$ cat config.mk
export PLATFORM = sky130hd
export DESIGN_NAME = cstn_fetch_arbiter
export DESIGN_NICKNAME = d
export VERILOG_FILES = /design/src/rtl/cstn_pkg.sv /design/src/rtl/cstn_fetch_addr_gen.sv /design/src/rtl/cstn_fetch_arbiter.sv
export SDC_FILE = /design/constraint.sdc
export NUM_CORES = 1
export LEC_CHECK = 0
export ABC_AREA = 1
export CORE_AREA = 2 2 113 115
export CTS_CLUSTER_DIAMETER = 30
export DETAILED_ROUTE_END_ITERATION = 7
export DIE_AREA = 0 0 115 117
export PLACE_DENSITY_LB_ADDON = 0.12
export REMOVE_ABC_BUFFERS = 1
export SYNTH_ARGS = -nofsm -noshare
export SYNTH_HDL_FRONTEND = slang
export SYNTH_SLANG_ARGS = --single-unit
$ cat constraint.sdc
create_clock -name clk -period 3.6 [get_ports clk]
set_input_delay 0.72 -clock clk [delete_from_list [all_inputs] [get_ports clk]]
set_output_delay 0.72 -clock clk [all_outputs]
set_load 0.02 [all_outputs]
$ cat src/rtl/cstn_pkg.sv
// Panel geometry shared with the CSTN timing generator, plus the fetch FSM state type.
package cstn_pkg;

  localparam int unsigned LINE_WORDS = 240;
  localparam int unsigned V_HALF     = 240;
  localparam int unsigned FB_WORDS   = 2 * V_HALF * LINE_WORDS;

  typedef enum logic [1:0] {
    ST_IDLE    = 2'd0,
    ST_FETCH_U = 2'd1,
    ST_FETCH_L = 2'd2,
    ST_DRAIN   = 2'd3
  } fetch_state_e;

endpackage

$ cat src/rtl/cstn_fetch_addr_gen.sv
// Framebuffer read addressing for one dual-scan line (upper row, then lower row)
// and the one-cycle delayed line-buffer write strobe/address pipeline.
module cstn_fetch_addr_gen
  import cstn_pkg::*;
#(
  parameter int unsigned ADDR_W = 17,
  parameter int unsigned LB_AW  = 8,
  parameter int unsigned IDX_W  = 8
) (
  input  logic              clk,
  input  logic              reset,
  input  logic              load,
  input  logic [IDX_W-1:0]  load_idx,
  input  logic              issue,
  input  logic              bank,
  output logic [ADDR_W-1:0] rd_addr,
  output logic              last_word_c,
  output logic              lb_we,
  output logic              lb_bank,
  output logic              lb_half,
  output logic [LB_AW-1:0]  lb_addr
);

  localparam int unsigned HALF_OFS = V_HALF * LINE_WORDS;

  logic [ADDR_W-1:0] base;
  logic [LB_AW-1:0]  word;
  logic              half;

  assign last_word_c = (word == LB_AW'(LINE_WORDS - 1));

  // Row base is a registered constant multiply taken once per line, off the issue path.
  always_ff @(posedge clk) begin
    if (reset) begin
      base    <= '0;
      rd_addr <= '0;
      word    <= '0;
      half    <= 1'b0;
      lb_we   <= 1'b0;
      lb_bank <= 1'b0;
      lb_half <= 1'b0;
      lb_addr <= '0;
    end else begin
      lb_we <= issue;
      if (issue) begin
        lb_bank <= bank;
        lb_half <= half;
        lb_addr <= word;
      end

      if (load) begin
        base    <= ADDR_W'(load_idx) * ADDR_W'(LINE_WORDS);
        rd_addr <= ADDR_W'(load_idx) * ADDR_W'(LINE_WORDS);
        word    <= '0;
        half    <= 1'b0;
      end else if (issue) begin
        if (last_word_c) begin
          word <= '0;
          if (!half) begin
            half    <= 1'b1;
            rd_addr <= base + ADDR_W'(HALF_OFS);
          end
        end else begin
          word    <= word + LB_AW'(1);
          rd_addr <= rd_addr + ADDR_W'(1);
        end
      end
    end
  end

endmodule

$ cat src/rtl/cstn_fetch_arbiter.sv
// Single-port framebuffer arbiter: display line fetch into a ping-pong line buffer
// with priority, host pixel writes in guaranteed slots and whenever no fetch runs.
module cstn_fetch_arbiter
  import cstn_pkg::*;
#(
  parameter int unsigned DATA_W     = 8,
  parameter int unsigned ADDR_W     = 17,
  parameter int unsigned LB_AW      = 8,
  parameter int unsigned HOST_SHARE = 4
) (
  input  logic              clk,
  input  logic              reset,
  input  logic              line_start,
  input  logic [7:0]        line_idx,
  input  logic              wr_valid,
  output logic              wr_ready,
  input  logic [ADDR_W-1:0] wr_addr,
  input  logic [DATA_W-1:0] wr_data,
  output logic              wr_err,
  output logic              mem_en,
  output logic              mem_we,
  output logic [ADDR_W-1:0] mem_addr,
  output logic [DATA_W-1:0] mem_wdata,
  input  logic [DATA_W-1:0] mem_rdata,
  output logic              lb_we,
  output logic              lb_bank,
  output logic              lb_half,
  output logic [LB_AW-1:0]  lb_addr,
  output logic [DATA_W-1:0] lb_data,
  output logic              disp_bank,
  output logic              line_ready,
  output logic              underrun
);

  localparam int unsigned SLOT_W = (HOST_SHARE > 1) ? $clog2(HOST_SHARE) : 1;
  localparam logic [SLOT_W-1:0] SLOT_HOST = SLOT_W'(HOST_SHARE - 1);

  fetch_state_e      state;
  logic              fetch_bank;
  logic [SLOT_W-1:0] slot;
  logic [ADDR_W-1:0] rd_addr;
  logic              last_word_c;

  logic fetching_c;
  logic host_slot_c;
  logic start_ok_c;
  logic in_range_c;
  logic grant_c;
  logic host_wr_c;
  logic issue_c;

  // Slot arbitration: an unclaimed host slot falls back to the fetch.
  always_comb begin
    fetching_c  = (state == ST_FETCH_U) || (state == ST_FETCH_L);
    host_slot_c = !fetching_c || (slot == SLOT_HOST);
    start_ok_c  = line_start && (32'(line_idx) < V_HALF);
    in_range_c  = (wr_addr < ADDR_W'(FB_WORDS));
    grant_c     = !reset && wr_valid && host_slot_c;
    host_wr_c   = grant_c && in_range_c;
    issue_c     = !reset && fetching_c && !(host_slot_c && wr_valid);

    wr_ready  = grant_c;
    mem_en    = issue_c || host_wr_c;
    mem_we    = host_wr_c;
    mem_addr  = host_wr_c ? wr_addr : rd_addr;
    mem_wdata = host_wr_c ? wr_data : '0;
  end

  assign lb_data = mem_rdata;

  // Fetch sequencing; a new valid line_start always wins and restarts the fetch.
  always_ff @(posedge clk) begin
    if (reset) begin
      state      <= ST_IDLE;
      fetch_bank <= 1'b0;
      disp_bank  <= 1'b0;
      slot       <= '0;
      underrun   <= 1'b0;
      line_ready <= 1'b0;
      wr_err     <= 1'b0;
    end else begin
      line_ready <= 1'b0;
      wr_err     <= grant_c && !in_range_c;

      // The first cycle of a fetch is offered to the host, so host latency stays bounded.
      if (start_ok_c) begin
        slot <= SLOT_HOST;
      end else if (fetching_c) begin
        slot <= (slot == SLOT_HOST) ? '0 : slot + SLOT_W'(1);
      end

      if (start_ok_c) begin
        if (state != ST_IDLE) begin
          underrun <= 1'b1;
        end
        fetch_bank <= !fetch_bank;
        state      <= ST_FETCH_U;
      end else begin
        case (state)
          ST_FETCH_U: begin
            if (issue_c && last_word_c) begin
              state <= ST_FETCH_L;
            end
          end
          ST_FETCH_L: begin
            if (issue_c && last_word_c) begin
              state <= ST_DRAIN;
            end
          end
          ST_DRAIN: begin
            line_ready <= 1'b1;
            disp_bank  <= fetch_bank;
            state      <= ST_IDLE;
          end
          default: begin
            state <= ST_IDLE;
          end
        endcase
      end
    end
  end

  cstn_fetch_addr_gen #(
    .ADDR_W (ADDR_W),
    .LB_AW  (LB_AW),
    .IDX_W  (8)
  ) u_addr_gen (
    .clk         (clk),
    .reset       (reset),
    .load        (start_ok_c),
    .load_idx    (line_idx),
    .issue       (issue_c),
    .bank        (fetch_bank),
    .rd_addr     (rd_addr),
    .last_word_c (last_word_c),
    .lb_we       (lb_we),
    .lb_bank     (lb_bank),
    .lb_half     (lb_half),
    .lb_addr     (lb_addr)
  );

endmodule
# After elaboration in Yosys (flattened, before gate mapping)
# Index checks and enable logic that the tools add are counted.
[totals]
regBits = 58
in_bits = 45
output_inout_bits = 51
elab_cells = 79
[classes]
n_addsub = 4
mul = 1
n_lt_le_gt_ge = 2
n_eq_ne = 11
n_mux = 15
bitwise = 1
n_reduce_logical = 28
[op_table]
columns = ["operator", "n"]
rows = [
  ["17-bit 2-to-1 mux", 3],
  ["16-bit 2-to-1 mux", 2],
  ["16-bit by 16-bit adder with 17-bit output (second input constant)", 1],
  ["17-bit by 1-bit adder with 17-bit output (second input constant)", 1],
  ["17-bit less-than comparator (second input constant)", 1],
  ["8-bit 2-to-1 mux", 2],
  ["2-bit AND reduction", 7],
  ["8-bit by 4-bit multiplier with 12-bit output (second input constant)", 1],
  ["2-bit 2-to-1 mux", 5],
  ["1-bit logical AND", 9],
  ["8-bit by 1-bit adder with 8-bit output (second input constant)", 1],
  ["8-bit equality test (second input constant)", 1],
  ["8-bit less-than comparator (second input constant)", 1],
  ["2-bit equality test (second input constant)", 3],
  ["3-bit by 2-bit inequality test with 1-bit output (second input constant)", 2],
  ["2-bit nonzero test", 3],
  ["1-bit logical NOT", 5],
  ["2-bit by 1-bit inequality test with 1-bit output (second input constant)", 2],
  ["2-bit case mux with 2 select lines", 1],
  ["1-bit logical OR", 3],
  ["3-bit inequality test (second input constant)", 1],
  ["2-bit by 1-bit adder with 2-bit output (second input constant)", 1],
  ["2-bit by 1-bit equality test with 1-bit output (second input constant)", 1],
  ["1-bit 2-to-1 mux", 2],
  ["other kinds (3)", 3],
]

# Depth between registers and ports, before layout
# Gate-level depths: netlist of the first run.
[depth]
depth_word = 11
depth_mapped = 16
mapped_depth_nobuf = 16

# Cells and area by module
# Synthesis of the first run repeated with hierarchy kept, for this count alone.
[unflattened]
hier_cells = 626
hier_area_um2 = 4247.8
[by_module_without_submodules]
columns = ["mod", "instances", "cells_per_inst", "area_each_um2", "seq_area_each_um2"]
rows = [
  ["cstn_fetch_addr_gen", 1, 480, 3310.7, 980.9],
  ["cstn_fetch_arbiter", 1, 146, 937.1, 180.2],
]

# Least setup slack after synthesis of the first run
# No wires, ideal clock.
[synth_timing]
kind = "input-to-reg"
from = "input port line_idx[5]"
to = "register u_addr_gen.rd_addr[14]"
setup_ns = 0.109
arrival_time_ns = 2.928
t_required_ns = 3.491
path_slack_ns = 0.562
path_stages = 13
n_path_buf = 0
cell_sequence = "inv_1 -> fa_1 -> fa_1 -> inv_1 -> ha_1 -> a21oi_1 -> nor2_1 -> nor2_1 -> nand3b_1 -> nand3_1 -> nand3_1 -> nand2_1 -> inv_1"
[synth_via]
elab_chain_len = 4
elab_cells_between_ends = 7
classes_between = "mul: 1; order compare: 1; eq/ne: 1; mux: 1; reduce/logical: 3"
[synth_lines]
columns = ["element", "line", "rtl"]
rows = [
  ["start, declared", "cstn_fetch_arbiter.sv:14", "input logic [7:0] line_idx,"],
  ["parallel branches: the longest is 4 deep, another holds 8-bit by 4-bit multiplier with 12-bit output", "-", ""],
  ["end signal, assigned", "cstn_fetch_addr_gen.sv:53", "rd_addr <= ADDR_W'(load_idx) * ADDR_W'(LINE_WORDS);"],
  ["end signal, assigned", "cstn_fetch_addr_gen.sv:61", "rd_addr <= base + ADDR_W'(HALF_OFS);"],
  ["end signal, assigned", "cstn_fetch_addr_gen.sv:65", "rd_addr <= rd_addr + ADDR_W'(1);"],
  ["end, declared", "cstn_fetch_addr_gen.sv:16", "output logic [ADDR_W-1:0] rd_addr,"],
]
# Several ways; the timed one is not identified.
# A chain may end at the register's enable or synchronous reset.

# Worst setup path after layout of the first run
[layout_timing]
from = "register state[1]"
to = "output port mem_addr[16]"
[layout_via]
elab_chain_len = 7
elab_cells_between_ends = 8
classes_between = "eq/ne: 2; mux: 1; reduce/logical: 5"
[layout_lines]
columns = ["element", "line", "rtl"]
rows = [
  ["start, declared", "cstn_fetch_arbiter.sv:38", "fetch_state_e state;"],
  ["start signal, assigned", "cstn_fetch_arbiter.sv:74", "state <= ST_IDLE;"],
  ["start signal, assigned", "cstn_fetch_arbiter.sv:97", "state <= ST_FETCH_U;"],
  ["start signal, assigned", "cstn_fetch_arbiter.sv:102", "state <= ST_FETCH_L;"],
  ["2-bit by 1-bit equality test with 1-bit output or 2-bit equality test (tied branches)", "cstn_fetch_arbiter.sv:54", "fetching_c = (state == ST_FETCH_U) || (state == ST_FETCH_L);"],
  ["1-bit logical OR *", "cstn_fetch_arbiter.sv:54", ""],
  ["1-bit logical NOT *", "cstn_fetch_arbiter.sv:55", "host_slot_c = !fetching_c || (slot == SLOT_HOST);"],
  ["1-bit logical OR *", "cstn_fetch_arbiter.sv:55", ""],
  ["1-bit logical AND *", "cstn_fetch_arbiter.sv:58", "grant_c = !reset && wr_valid && host_slot_c;"],
  ["1-bit logical AND *", "cstn_fetch_arbiter.sv:59", "host_wr_c = grant_c && in_range_c;"],
  ["17-bit 2-to-1 mux *", "cstn_fetch_arbiter.sv:65", "mem_addr = host_wr_c ? wr_addr : rd_addr;"],
  ["end, declared", "cstn_fetch_arbiter.sv:22", "output logic [ADDR_W-1:0] mem_addr,"],
]
# Mark *: on every way between the ends. The rest lies on a longest branch, timed or not.

==> results of run 1 <==
## cell type report
cell class | instances | share of cell area
inverter | 100 | 0.0682
clock buffer | 11 | 0.0441
multi-input combinational | 444 | 0.453
sequential | 58 | 0.211
clock inverter | 5 | 0.00545
tap | 150 | 0.0341
timing repair buffer | 106 | 0.185
## final timing paths
check	start	endpoint	slack (ns)	cells after the start
min reg2reg	fetch_bank	fetch_bank	0.45	1
max	state[1]	mem_addr[16]	0.20	11
max reg2reg	state[1]	u_addr_gen.rd_addr[6]	1.16	13
min	fetch_bank	fetch_bank	0.45	1
## cells in the mapped netlist (4+ instances only)
cell	number
nand2_1	147
inv_1	95
nor2_1	59
dfxtp_1	58
o21ai_0	51
nand3_1	43
a21oi_1	39
ha_1	26
fa_1	13
clkbuf_1	9
nand4_1	9
o21ai_1	9
buf_4	8
nor3_1	6
o22ai_1	6
buf_2	5
inv_2	5
xor2_1	4
## cells by family (layout without fill, tap and decap cells)
group / count (synthesis) / after routing / synth area share
AO/OA/AOI/OAI: 117 / 117 / 0.152
adder cells (fa/ha/maj): 39 / 39 / 0.141
buffers and inverters: 125 / 222 / 0.123
flip-flops: 58 / 58 / 0.279
AND/OR/NAND/NOR: 284 / 284 / 0.298
XOR/XNOR: 4 / 4 / 0.00841
## state kept, by name (all words and copies together), names as in the netlist
register and count:
u_addr_gen.word 8, fetch_bank 1, slot 2, u_addr_gen.lb_bank 1, state 2, wr_err 1
u_addr_gen.lb_we 1, underrun 1, u_addr_gen.lb_addr 8, u_addr_gen.half 1, disp_bank 1, u_addr_gen.lb_half 1
u_addr_gen.rd_addr 17, line_ready 1, u_addr_gen.base 12
## per-stage QoR
stage | cell area, sq um | setup WS, ns
2_1_floorplan | 4030 | 0.556
3_3_place_gp | 5220 | -0.0317
3_5_place_dp | 5220 | -0.0586
4_1_cts | 5500 | 0.0734
5_1_grt | 5510 | 0.0411
6_report | 5510 | 0.197
## layer usage
layer	routed length, um	share of wire	up-vias	global-route usage
li1	-	-	2183	-
met1	5460	0.47	1885	0.229
met2	5200	0.45	129	0.291
met3	727	0.063	12	0.0366
met4	136	0.012	0	0.0659
met5	0	0	-	0
## power breakdown
| group | switching [W] | internal [W] | leakage [nW] |
|---|---|---|---|
| clock | 0.000299 | 0.000480 | 0.131 |
| sequential | 0.0000472 | 0.000694 | 0.474 |
| combinational | 0.000423 | 0.000313 | 1.95 |
==> impl_metrics.ini, run 1 <==
[sta]
setup_viol = 0
whs_ns = 0.448
hold_viol_final = 0
fin_crit_sh = 0.945
max_freq_ghz = 0.294
worst_pin_slew_ns = 0.568
fin_crit_ns = 3.40
max_slew_margin = 0.621
setup_tns_ns = 0
grt_setup_unrepaired = false
skew_ns = 0.00925
drv_slew = 0

[clock_tree]
cts_hold_buffers = 0
htree_levels = 3
cts_root_buf = clkbuf_16
cts.sinks = 58
postCtsSetupBuffers = 0
ctsResizeCount = 0
path_clk_slew_ns = 0.05
cts_buffer_depth = 2
cts_buffers = 9
insertion_delay_ns = 0.33
tritoncts = built

[cells_and_area]
finalNetCount = 803
seqCellArea_sq_mm = 0.00116
final_common_cell = nand2_1
fill_cells = 1328
diodes = 0
area_growth_pct = 32.1
layout_common_cells = nand2_1, inv_1, clkdlybuf4s50_1
stdcell_count = 874
multi_input_area_sq_mm = 0.00249
final_core_utilization = 0.447
drive_gt1_frac = 0.0870

[worst_setup_path]
path_class = reg -> out
critPathSlowestCell = clkdlybuf4s50_1
slowest_delay_ns = 0.64
start_kind = register
critPathArrivalTime_ns = 2.68
path_max_fanout = 27
critical_path_buf_inv_count = 6
crit_family = buffers and inverters
end_kind = output port
crit_chain = inv_1 -> ha_1 -> inv_2 -> o21ai_1 -> nor2_1 -> buf_4 -> nand2_2 -> inv_2 -> buf_12 -> o21ai_0 -> clkdlybuf4s50_1
crit_top_cell = inv_2
critical_path_required_ns = 2.88

[die]
io_pins = 96
fp.dieArea_sq_mm = 0.0135
core_sq_mm = 0.0123
core.rowCount = 41
fp.dieH_um = 117
die_width_um = 115
start_util = 0.338

[placement]
dpl.cell_count = 858
dp_hpwl_mm = 9.02
numPortBuffers = 79
gp_congestion = 0.820

[synthesis]
ys_types = 41
synth-edff-count = 0
ys_async_sr_fraction = 0
synth_top_area_share = 0.279
synth_flop_cell = dfxtp_1
syn_avg_cell_area_sq_um = 6.65
syn_inst = 627
ys_seq_area_frac = 0.279
syn_area_sq_mm = 0.00417
synth_area_leaders = dfxtp_1, nand2_1, inv_1, ha_1, fa_1
yosys_warnings = 0
yosysTopAreaCell = dfxtp_1
synth_seq_cells = 58

[routing]
via_per_inst = 4.82
routed_wl_mm = 11.5
drc_errors = 0
drtIter0Drc = 197
num_vias = 4209
first_pass_iters = 6
ant_nets = 0
wl_per_cell_um = 13.2

[global_route]
first_global_vias = 4059
antenna_found_initial = 0
grt_usage = 0.176
grt_pass1_wl_mm = 18.9
grt_max_degree = 28
grt_overflow_total = 0

[power_and_ir_drop]
power.density_mw_per_mm2 = 410
p_total_w = 0.00226
power.leakage_nw = 2.55
ir_drop_mv = 0.188

[min_path]
min_path_type = reg -> reg

[status]
status = completed

[flow_run]
maxCapViolCount = 0
Note: power is estimated with default switching activity, not from simulation.
==> run 2: changes to the inputs <==
Settings changed: REMOVE_ABC_BUFFERS 1 to default.
==> run 2 against run 1 <==
Effect of this change: flip-flop and latch count unchanged; register-to-register slack improved by 0.16 ns; cell count fell by 0.34%; critical path depth shrank 1; global-route usage is 0.096 points lower; clock skew decreased by 0.0023 ns; worst setup slack worse by 0.023 ns; clock power grew 20%; critical path type is now in -> out; critical endpoint is now mem_addr[6]; largest power group unchanged; highest routed layer unchanged.
==> impl_metrics.ini, run 2 (synthesized netlist as in run 1, its figures left out) <==
[global_route]
grt_pass1_wl_mm = 18.7
grt_usage = 0.175
antenna_found_initial = 0
first_global_vias = 3853
grt_overflow_total = 0
grt_max_degree = 23

[cells_and_area]
top_register = u_addr_gen.rd_addr
drive_gt1_frac = 0.0832
layout_common_cells = nand2_1, inv_1, clkdlybuf4s50_1
reg_top3 = u_addr_gen.rd_addr: 17 flops, u_addr_gen.base: 12 flops
largest_reg_flops = 17
finalNetCount = 800
stdcell_count = 871
final_core_utilization = 0.450
final_common_cell = nand2_1
diodes = 0
area_growth_pct = 33.0

[power_and_ir_drop]
power.leakage_nw = 2.57
ir_drop_mv = 0.160
p_total_w = 0.00241
power.density_mw_per_mm2 = 434

[die]
fp.dieArea_sq_mm = 0.0135
die_width_um = 115
start_util = 0.338
core_sq_mm = 0.0123
core.rowCount = 41
io_pins = 96
fp.dieH_um = 117

[clock_tree]
cts_buffer_depth = 2
cts_root_buf = clkbuf_16
cts_hold_buffers = 0
tritoncts = built
postCtsSetupBuffers = 0
htree_levels = 3
insertion_delay_ns = 0.32
cts_buffers = 9
path_clk_slew_ns = 0.05
cts.sinks = 58

[sta]
timing.final.ws_setup_ns = 0.173
fin_crit_sh = 0.952
max_slew_margin = 0.650
skew_ns = 0.00693
setup_viol = 0
hold_viol_final = 0
whs_ns = 0.442
fin_crit_ns = 3.43
max_freq_ghz = 0.292
worst_pin_slew_ns = 0.525
drv_slew = 0
grt_setup_unrepaired = false

[min_path]
min_delay_path_depth = 1
min_to = fetch_bank
min_path_type = reg -> reg
hp-start = fetch_bank

[placement]
numPortBuffers = 79
dpl.cell_count = 855
gp_congestion = 0.896
dp_slack_ns = -0.0129
dp_hpwl_mm = 8.99

[routing]
first_pass_iters = 5
via_per_inst = 4.74
ant_nets = 0
drtIter0Drc = 223
drc_errors = 0
routed_wl_mm = 11.4
num_vias = 4128
wl_per_cell_um = 13.1

[worst_setup_path]
r2r_slack_ns = 1.32
path_max_fanout = 19
start_kind = input pin
critical_path_required_ns = 2.88
timing.rr.start = state[1]
reg2reg_depth = 11
critPathArrivalTime_ns = 2.71
end_kind = output port
path_class = in -> out
r2r_end = u_addr_gen.rd_addr[6]

[status]
status = completed

[flow_run]
maxCapViolCount = 0

[synthesis]
syn-num-nets = 711
-- run 2: worst max path at each step --
stage,slack [ns],start,depth (start not counted),endpoint
detailed placement,-0.01,line_idx[1],13,u_addr_gen.rd_addr[11]
global route,0.009,wr_addr[11],10,mem_addr[3]
global placement,0.01,line_idx[1],13,u_addr_gen.rd_addr[10]
finish,0.17,wr_addr[11],10,mem_addr[6]
floorplan,0.56,line_idx[5],13,u_addr_gen.rd_addr[14]
CTS,0.12,state[1],10,mem_addr[16]
-- run 2: per-layer routing --
layer / share of wire / up-vias / track usage
met3: 0.055 / 14 / 0.0371
met2: 0.44 / 106 / 0.283
li1: - / 2182 / -
met1: 0.49 / 1826 / 0.237
met4: 0.014 / 0 / 0.0522
met5: 0 / - / 0
-- run 2: report_power, final --
group | internal, W | leakage (nW) | total (W) | switching, W
Sequential | 0.000694 | 0.474 | 0.000742 | 0.0000477
Clock | 0.000643 | 0.163 | 0.000933 | 0.000290
Combinational | 0.000311 | 1.93 | 0.000732 | 0.000420
Total | 0.00165 | 2.57 | 0.00241 | 0.000758
-- run 2: stage by stage --
step,instance area [sq um],TNS (ns)
after CTS,5530,0
final,5540,0
after detailed placement,5200,-0.0220
after floorplan,4170,0
after global routing,5540,0
after global placement,5200,0
-- run 2: worst max-delay path, cell delays in order --
cell and delay (ns):
clkdlybuf4s50_1 0.43, nor3_1 0.19, nand3_1 0.09, nand4_1 0.16, nand2_2 0.08, inv_2 0.12, buf_12 0.15, nand2_1 0.05
o21ai_0 0.08, clkdlybuf4s50_1 0.64
-- run 2: final cells by class --
type                    instances  area (sq um)
clock inverters                 4          73.8
inverters                     100           375
fillers                      1298          6770
multi-input cells             444          2490
well taps                     150           188
repair buffers                103           993
flip-flops and latches         58          1160
clock buffers                  12           256
-- run 2: timing repair --
item	4_1_cts	5_1_grt
hold endpoints to repair	0	0
setup endpoints to repair	0	16
gates resized for setup	0	5
